## config.mk

```make
export PLATFORM = sky130hd
export DESIGN_NAME = instruction_loader
export DESIGN_NICKNAME = d
export VERILOG_FILES = /design/src/rtl/instruction_loader.sv
export SDC_FILE = /design/constraint.sdc
export NUM_CORES = 1
export LEC_CHECK = 0
export ABC_AREA = 1
export CAP_MARGIN = 10
export CORE_MARGIN = 3
export CORE_UTILIZATION = 51
export DETAILED_ROUTE_END_ITERATION = 6
export GPL_ROUTABILITY_DRIVEN = 0
export HOLD_SLACK_MARGIN = 0.05
export PLACE_DENSITY = 0.76
export RECOVER_POWER = 100
export SETUP_SLACK_MARGIN = 0.05
export SLEW_MARGIN = 20
export SYNTH_ARGS = -nofsm -noshare
export SYNTH_HDL_FRONTEND = slang
export SYNTH_SLANG_ARGS = --single-unit
```

## constraint.sdc

```tcl
create_clock -name clk -period 3.6 [get_ports clk]
set_input_delay 0.72 -clock clk [delete_from_list [all_inputs] [get_ports clk]]
set_output_delay 0.72 -clock clk [all_outputs]
set_load 0.02 [all_outputs]
```

## src/rtl/instruction_loader.sv

```systemverilog
// Writer side of the DDS instruction memory: parses a framed byte stream,
// writes 11-bit words sequentially from address 0 and validates count/checksum.
module instruction_loader #(
  parameter int unsigned DATA_WIDTH     = 11,
  parameter int unsigned ADDR_WIDTH     = 17,
  parameter int unsigned MAX_WORDS      = 66583,
  parameter int unsigned TIMEOUT_CYCLES = 1000000
) (
  input  logic                  clk,
  input  logic                  reset,
  input  logic                  clear,
  input  logic [7:0]            s_data,
  input  logic                  s_valid,
  output logic                  s_ready,
  output logic                  mem_we,
  output logic [ADDR_WIDTH-1:0] mem_addr,
  output logic [DATA_WIDTH-1:0] mem_din,
  output logic                  busy,
  output logic                  load_done,
  output logic                  load_error,
  output logic [1:0]            err_code,
  output logic [ADDR_WIDTH-1:0] words_written,
  output logic                  start_run
);

  localparam int unsigned CW = 24;
  localparam int unsigned TW = (TIMEOUT_CYCLES > 2) ? $clog2(TIMEOUT_CYCLES) : 1;
  localparam logic [7:0]  SYNC = 8'hA5;

  typedef enum logic [3:0] {
    IDLE, CNT2, CNT1, CNT0, DHI, DLO, CSUM, DONE, ERROR
  } state_t;

  state_t                state, state_n;
  logic [CW-1:0]         count_q, count_n;
  logic [7:0]            hi_q, hi_n;
  logic [7:0]            csum_q, csum_n;
  logic [TW-1:0]         tcnt_q, tcnt_n;
  logic                  ready_n, we_n, busy_n, done_n, err_n, start_n;
  logic [ADDR_WIDTH-1:0] addr_n, ww_n;
  logic [DATA_WIDTH-1:0] din_n;
  logic [1:0]            code_n;
  logic                  accept;
  logic [CW-1:0]         full_count;

  assign accept     = s_valid && s_ready;
  assign full_count = {count_q[15:0], s_data};

  // State and registered outputs
  always_ff @(posedge clk or posedge reset) begin
    if (reset) begin
      state         <= IDLE;
      count_q       <= '0;
      hi_q          <= '0;
      csum_q        <= '0;
      tcnt_q        <= '0;
      s_ready       <= 1'b0;
      mem_we        <= 1'b0;
      mem_addr      <= '0;
      mem_din       <= '0;
      busy          <= 1'b0;
      load_done     <= 1'b0;
      load_error    <= 1'b0;
      err_code      <= 2'b00;
      words_written <= '0;
      start_run     <= 1'b0;
    end else begin
      state         <= state_n;
      count_q       <= count_n;
      hi_q          <= hi_n;
      csum_q        <= csum_n;
      tcnt_q        <= tcnt_n;
      s_ready       <= ready_n;
      mem_we        <= we_n;
      mem_addr      <= addr_n;
      mem_din       <= din_n;
      busy          <= busy_n;
      load_done     <= done_n;
      load_error    <= err_n;
      err_code      <= code_n;
      words_written <= ww_n;
      start_run     <= start_n;
    end
  end

  // Next-state and next-output logic
  always_comb begin
    state_n = state;
    count_n = count_q;
    hi_n    = hi_q;
    csum_n  = csum_q;
    tcnt_n  = tcnt_q;
    we_n    = 1'b0;
    addr_n  = mem_addr;
    din_n   = mem_din;
    ww_n    = words_written;
    done_n  = load_done;
    err_n   = load_error;
    code_n  = err_code;
    start_n = 1'b0;
    ready_n = 1'b1;
    busy_n  = 1'b0;

    case (state)
      IDLE: begin
        if (accept && s_data == SYNC) begin
          state_n = CNT2;
          csum_n  = '0;
          ww_n    = '0;
        end
      end
      CNT2, CNT1: begin
        if (accept) begin
          count_n = full_count;
          csum_n  = csum_q ^ s_data;
          state_n = (state == CNT2) ? CNT1 : CNT0;
        end
      end
      CNT0: begin
        if (accept) begin
          count_n = full_count;
          csum_n  = csum_q ^ s_data;
          if (full_count == '0 || full_count > CW'(MAX_WORDS)) begin
            state_n = ERROR;
            err_n   = 1'b1;
            code_n  = 2'b01;
          end else begin
            state_n = DHI;
          end
        end
      end
      DHI: begin
        if (accept) begin
          hi_n    = s_data;
          state_n = DLO;
        end
      end
      DLO: begin
        if (accept) begin
          // hi byte is folded into the checksum here so all of its bits count
          csum_n  = csum_q ^ hi_q ^ s_data;
          we_n    = 1'b1;
          addr_n  = words_written;
          din_n   = DATA_WIDTH'({hi_q, s_data});
          ww_n    = words_written + ADDR_WIDTH'(1);
          state_n = (CW'(words_written) + CW'(1) == count_q) ? CSUM : DHI;
        end
      end
      CSUM: begin
        if (accept) begin
          if (s_data == csum_q) begin
            state_n = DONE;
            done_n  = 1'b1;
            start_n = 1'b1;
          end else begin
            state_n = ERROR;
            err_n   = 1'b1;
            code_n  = 2'b10;
          end
        end
      end
      default: ;
    endcase

    // Inter-byte timeout inside a frame
    if (state == IDLE || state == DONE || state == ERROR || accept) begin
      tcnt_n = '0;
    end else if (tcnt_q == TW'(TIMEOUT_CYCLES - 2)) begin
      tcnt_n  = '0;
      state_n = ERROR;
      err_n   = 1'b1;
      code_n  = 2'b11;
    end else begin
      tcnt_n = tcnt_q + TW'(1);
    end

    if (clear) begin
      state_n = IDLE;
      tcnt_n  = '0;
      we_n    = 1'b0;
      addr_n  = mem_addr;
      din_n   = mem_din;
      ww_n    = words_written;
      done_n  = 1'b0;
      err_n   = 1'b0;
      code_n  = 2'b00;
      start_n = 1'b0;
    end

    ready_n = !(state_n == DONE || state_n == ERROR);
    busy_n  = !(state_n == IDLE || state_n == DONE || state_n == ERROR);
  end

endmodule

```

==> results of run 1 <==
[worst max path at each step]
stage / end / startpoint / slack, ps / depth (start not counted)
after CTS: s_ready$_DFF_PP0_ / s_data[6] / 1110 / 10
after floorplan: busy$_DFF_PP0_ / reset / 1450 / 1
after global placement: busy$_DFF_PP0_ / s_data[6] / 820 / 17
after detailed placement: s_ready$_DFF_PP0_ / s_data[6] / 720 / 10
final: words_written[11]$_DFFE_PP0P_ / s_valid / 700 / 9
after global routing: mem_addr[12]$_DFFE_PP0P_ / state[3]$_DFF_PP0_ / 520 / 10
[sequential cells by signal (all words and copies together) (netlist names), 2 cells and up]
name,cells
err_code,2
state,4
tcnt_q,20
count_q,24
csum_q,8
mem_addr,17
mem_din,11
words_written,17
hi_q,8
[worst max-delay path, delay by kind of cell]
| family | cells | cell delay [ps] |
|---|---|---|
| compound gates | 2 | 320 |
| buf+inv | 2 | 1220 |
| simple gates | 5 | 860 |
[power by group through the flow]
| stage | logic (µW) | registers [µW] | clock network, µW |
|---|---|---|---|
| 3_3_place_gp | 435 | 1410 | 0 |
| 4_1_cts | 453 | 1390 | 1750 |
| 2_1_floorplan | 316 | 1410 | 0 |
| 3_5_place_dp | 446 | 1410 | 0 |
| 5_1_grt | 513 | 1390 | 1820 |
| 6_report | 449 | 1390 | 1730 |
[kinds of logic after synthesis]
group | after synthesis | share of synthesized area
simple gates | 400 | 0.293
compound gates | 132 | 0.118
flops | 117 | 0.484
buf+inv | 116 | 0.0735
xor+xnor | 15 | 0.0217
fa+ha+maj | 3 | 0.00621
mux | 2 | 0.00372
[per-stage QoR]
step           setup slack [ps]  cell area [µm²]
2_1_floorplan              1450             6050
3_3_place_gp                822             6870
3_5_place_dp                725             6870
4_1_cts                    1110             7480
5_1_grt                     516             7450
6_report                    705             7450
[cells in the final DEF (no fill, tap or decap), types with 3 or more instances in the layout]
cell type and instances:
o21ai_1 4, nor2_1 72, xor2_1 8, dlygate4sd3_1 56, clkdlybuf4s50_1 8, nor2_4 4
nand4_1 16, nor3_1 18, inv_1 96, nand3_1 58, ha_1 3, bufinv_16 4
a21oi_1 21, o21ai_0 81, dfrtp_1 117, nor3_4 4, xnor2_1 7, nor2_2 4
nand2_1 211, nor4_1 7, clkinv_2 6, o22ai_1 14, clkbuf_1 5, clkbuf_16 17
[cell type report]
type / count / area [µm²] / area share
multi-input cells: 552 / 2670 / 0.358
clock inverters: 11 / 158 / 0.0212
flip-flops and latches: 117 / 2930 / 0.393
repair buffers: 71 / 694 / 0.0933
inverters: 99 / 375 / 0.0504
well taps: 143 / 179 / 0.0240
clock buffers: 20 / 447 / 0.0600
[per-layer routing]
layer | up-vias | part of all wire
met5 | - | 0
met4 | 0 | 0.031
met3 | 42 | 0.066
met2 | 238 | 0.47
met1 | 2597 | 0.43
li1 | 2729 | -
==> run_results.csv, run 1 <==
group,metric,value,unit
outcome,outcome,"finished, violations left",
outcome,violations,"capacitance limit, slew limit",
sta,holdWs,474,ps
power,clock_power_share,0.485,
global_routing,grt_pass1_vias,5471,
global_routing,grt_remaining_overflow,0,
layout,drive_gt1_frac,0.0586,
die,fp.dieH,115,µm
sta,setup_violations,0,
drt,wirelength,15100,µm
clocking,cts_tree,"yes",
global_routing,use_met3,0.0495,
power,powerDensity,479,mW/mm²
global_routing,busiest_layer,"met2",
setup_path,worstRegToRegCells,10,
sta,timing.final.crit_period,2900,ps
setup_path,timing.rr.end,"mem_addr[12]$_DFFE_PP0P_",
clocking,cts_inserted_buffers,17,
synth,netlist_top_cells_count,"nand2_1 (210), dfrtp_1 (117), inv_1 (94), o21ai_0 (72), nor2_1 (71)",
drt,drt-wirelength-per-cell,14.9,µm
setup_path,crit_required,3840,ps
power,ir_drop,0.370,mV
setup_path,slowest_delay,690,ps
synth,syn_inst,785,
global_routing,grt_max_degree,118,
setup_path,reg2reg_slack,830,ps
synth,ys_types,36,
layout,syn2layout_area_growth,23.2,%
power,p_int,2670,µW
synth,syn_area_per_cell,7.70,µm²
setup_path,critPathMostFrequentCell,"o21ai_0",
die,core,0.0115,mm²
die,std_cell_rows,39,
synth,ys_seq_area_frac,0.484,
synth,netlist_area,0.00605,mm²
drt,drc,0,
clocking,clk_path_buf_depth,2,
drt,ant_nets,0,
clocking,ctsResizeCount,0,
setup_path,worstPathCellList,"dlygate4sd3_1 -> nand2_1 -> nor3_1 -> nand4_1 -> nor2_1 -> o21ai_0 -> nor2_2 -> clkbuf_1 -> o21ai_0",
layout,final_core_util,0.647,
sta,grt_setup_unrepaired,"no",
drt,vias,5606,
placement,numPlacedInstances,982,
power,p_seq_frac,0.390,
synth,ys_ff_latch,117,
placement,dp_hpwl,10900,µm
die,die_w,115,µm
synth,yosysWarnings,0,
synth,yosysMostFrequentCell,"nand2_1",
sta,tightest_slew,1550,ps
power,power_frac_comb,0.126,
sta,drv_slew,118,
hold_path,worstHoldStart,"mem_din[1]$_DFFE_PP0P_",
clocking,cts-root-buf,"clkbuf_16",
hold_path,holdPathStages,2,
drt,via_per_inst,5.53,
power,p_leak,0.00365,µW
setup_path,slowest_stage,"clkbuf_1",
flow_run,maxCapViolations,1,
power,p_switching,900,µW
sta,slew_headroom,-0.0323,
setup_path,path_max_fanout,17,
clocking,clock-sinks,117,
clocking,cts_hold_buffers,0,
clocking,post_cts_buffers,0,
sta,fin_skew,6.44,ps
die,die_area,0.0132,mm²
synth,synth_top_area_share,0.484,
global_routing,antenna_found_initial,0,
setup_path,path_class,"input port to flip-flop",
drt,dr.pass1.iters,5,
layout,fillers,983,
sta,post-route-period-util,0.804,
layout,diodes,0,
setup_path,crit_path_start_kind,"input port",
sta,finalSetupTns,0,ps
global_routing,gr-usage-met2,0.396,
setup_path,arrival,3140,ps
hold_path,hold_class,"flip-flop to flip-flop",
global_routing,track_usage,0.247,
setup_path,end_kind,"flip-flop",
setup_path,r2r_start,"state[3]$_DFF_PP0_",
synth,synthTopCellsByArea,"dfrtp_1 (48%), nand2_1 (13%), o21ai_0 (6.0%)",
synth,ys.flop_type,"dfrtp_1",
drt,drt_iter0_markers,454,
clocking,cts_max_level,4,
sta,timing.fmax,345,MHz
global_routing,grt_pass1_wl,26100,µm
power,switching_share,0.252,
sta,hold_viol,0,
synth,synth_top_area_cell,"dfrtp_1",
synth,synth_nets,800,
layout,nets,873,
die,ios,65,
placement,io_buffers,64,
layout,final_cells,1013,
power,finalPower,3570,µW
clocking,clkLatencyLatePin,410,ps
synth,async_flop_share,1.00,
hold_path,whs_endpoint,"mem_din[1]$_DFFE_PP0P_",
synth,synth_edf_count,0,
global_routing,use_met1,0.326,
clocking,path_clk_slew,50,ps
die,start_util,0.525,
Note: power is estimated with default switching activity, not from simulation.
==> inputs of run 2 (changes only) <==
Settings changed: CORE_UTILIZATION 51 to 55, PLACE_DENSITY 0.76 to 0.78.
Clock period 3.6 ns to 2.9 ns, I/O delays scaled along.
==> run_results.csv, run 2 (synthesis results as in run 1) <==
group,metric,value,unit
placement,dp_hpwl,10900,µm
power,ir_drop,0.351,mV
clocking,cts_hold_buffers,0,
setup_path,path_class,"flip-flop to flip-flop",
drt,ant_nets,0,
power,switching_share,0.270,
power,p_switching,1210,µW
outcome,outcome,"finished, violations left",
clocking,clkLatencyLatePin,520,ps
clocking,ctsResizeCount,0,
drt,wirelength,15900,µm
sta,fin_skew,9.29,ps
sta,timing.fmax,394,MHz
global_routing,grt_remaining_overflow,0,
setup_path,crit_path_start_kind,"flip-flop",
sta,hold_viol,0,
layout,syn2layout_area_growth,22.7,%
global_routing,track_usage,0.261,
layout,fillers,831,
clocking,cts_tree,"yes",
sta,drv_slew,118,
drt,drc,0,
flow_run,maxCapViolations,1,
drt,via_per_inst,5.73,
drt,vias,5779,
outcome,violations,"capacitance limit, slew limit",
sta,slew_headroom,-0.0292,
layout,design_area,0.00742,mm²
layout,largest_reg_flops,24,
layout,final_common_cell,"nand2_1",
global_routing,grt_pass1_wl,26400,µm
power,powerDensity,602,mW/mm²
power,p_seq_frac,0.386,
drt,dr.pass1.iters,6,
power,p_int,3260,µW
clocking,clock-sinks,117,
setup_path,crit_required,3340,ps
die,core,0.0105,mm²
layout,layout_common_cells,"nand2_1 (211), dfrtp_1 (117), inv_1 (96), o21ai_0 (82), nor2_1 (72)",
layout,drive_gt1_frac,0.0608,
drt,drt_iter0_markers,590,
clocking,post_cts_buffers,0,
drt,drt-wirelength-per-cell,15.8,µm
die,fp.dieH,111,µm
sta,grt_setup_unrepaired,"no",
die,start_util,0.575,
power,p_leak,0.00361,µW
die,ios,65,
global_routing,grt_pass1_vias,5559,
layout,final_core_util,0.706,
sta,finalSetupTns,0,ps
clocking,cts_inserted_buffers,17,
die,die_w,111,µm
setup_path,end_kind,"flip-flop",
clocking,path_clk_slew,60,ps
die,die_area,0.0123,mm²
sta,post-route-period-util,0.876,
global_routing,antenna_found_initial,0,
placement,postPlaceCellArea,0.00688,mm²
placement,io_buffers,64,
sta,tightest_slew,1540,ps
power,power_frac_comb,0.129,
hold_path,hold_class,"flip-flop to flip-flop",
layout,nets,875,
setup_path,path_max_fanout,59,
clocking,cts-root-buf,"clkbuf_8",
power,clock_power_share,0.485,
setup_path,arrival,2980,ps
layout,final_cells,1008,
layout,largestRegisters,"count_q: 24 flops, tcnt_q: 20 flops",
placement,numPlacedInstances,977,
clocking,cts_max_level,4,
die,std_cell_rows,37,
sta,timing.final.crit_period,2540,ps
clocking,clk_path_buf_depth,2,
sta,setup_violations,0,
layout,regMostFlops,"count_q",
global_routing,grt_max_degree,118,
layout,diodes,0,
[run 2: worst max-delay path: stages (launching register included)]
cell and delay (ps):
dfrtp_1 420, inv_1 100, nand2_1 170, nor3_4 290, inv_1 180, nor3_1 300
inv_1 200, clkbuf_4 410, nor2_1 230, o21bai_1 130
[run 2: layout make-up]
type                       instances  area, µm²  area share
tap                              136        170      0.0229
inverter                          99        375      0.0506
sequential                       117       2930       0.395
clock inverter                    12        180      0.0243
multi-input combinational        552       2650       0.357
clock buffer                      19        422      0.0569
timing repair buffer              73        694      0.0936
[run 2: final timing paths]
kind                                        start                           end  slack, ps  depth (start not counted)
max                            state[3]$_DFF_PP0_  words_written[0]$_DFFE_PP0P_        360                          9
min in group asynchronous                   reset           hi_q[2]$_DFFE_PP0P_       1110                          3
max in group asynchronous                   reset         csum_q[6]$_DFFE_PP0P_        830                          3
min                        mem_din[9]$_DFFE_PP0P_        mem_din[9]$_DFFE_PP0P_        470                          2
max reg2reg                    state[3]$_DFF_PP0_  words_written[0]$_DFFE_PP0P_        360                          9
min reg2reg                mem_din[9]$_DFFE_PP0P_        mem_din[9]$_DFFE_PP0P_        470                          2
[run 2: stage by stage]
| stage | total power, µW | hold WS [ps] | setup WS (ps) |
|---|---|---|---|
| floorplan | 2150 | 453 | 891 |
| global placement | 2290 | 455 | 268 |
| detailed placement | 2310 | 470 | 177 |
| CTS | 4470 | 485 | 554 |
| global route | 4620 | 496 | 178 |
| finish | 4460 | 474 | 360 |
[run 2: metal layers]
layer  up-vias  track usage  routed length (µm)
li1       2732            -                   -
met1      2655        0.353                6600
met2       337        0.420                7490
met3        55       0.0486                1390
met4         0       0.0969                 403
met5         -            0                   0
[run 2: power by group through the flow]
stage,clock (µW),combinational [µW],sequential [µW]
3_5_place_dp,0,559,1750
5_1_grt,2240,648,1730
2_1_floorplan,0,393,1750
4_1_cts,2180,577,1720
3_3_place_gp,0,544,1750
6_report,2160,577,1720
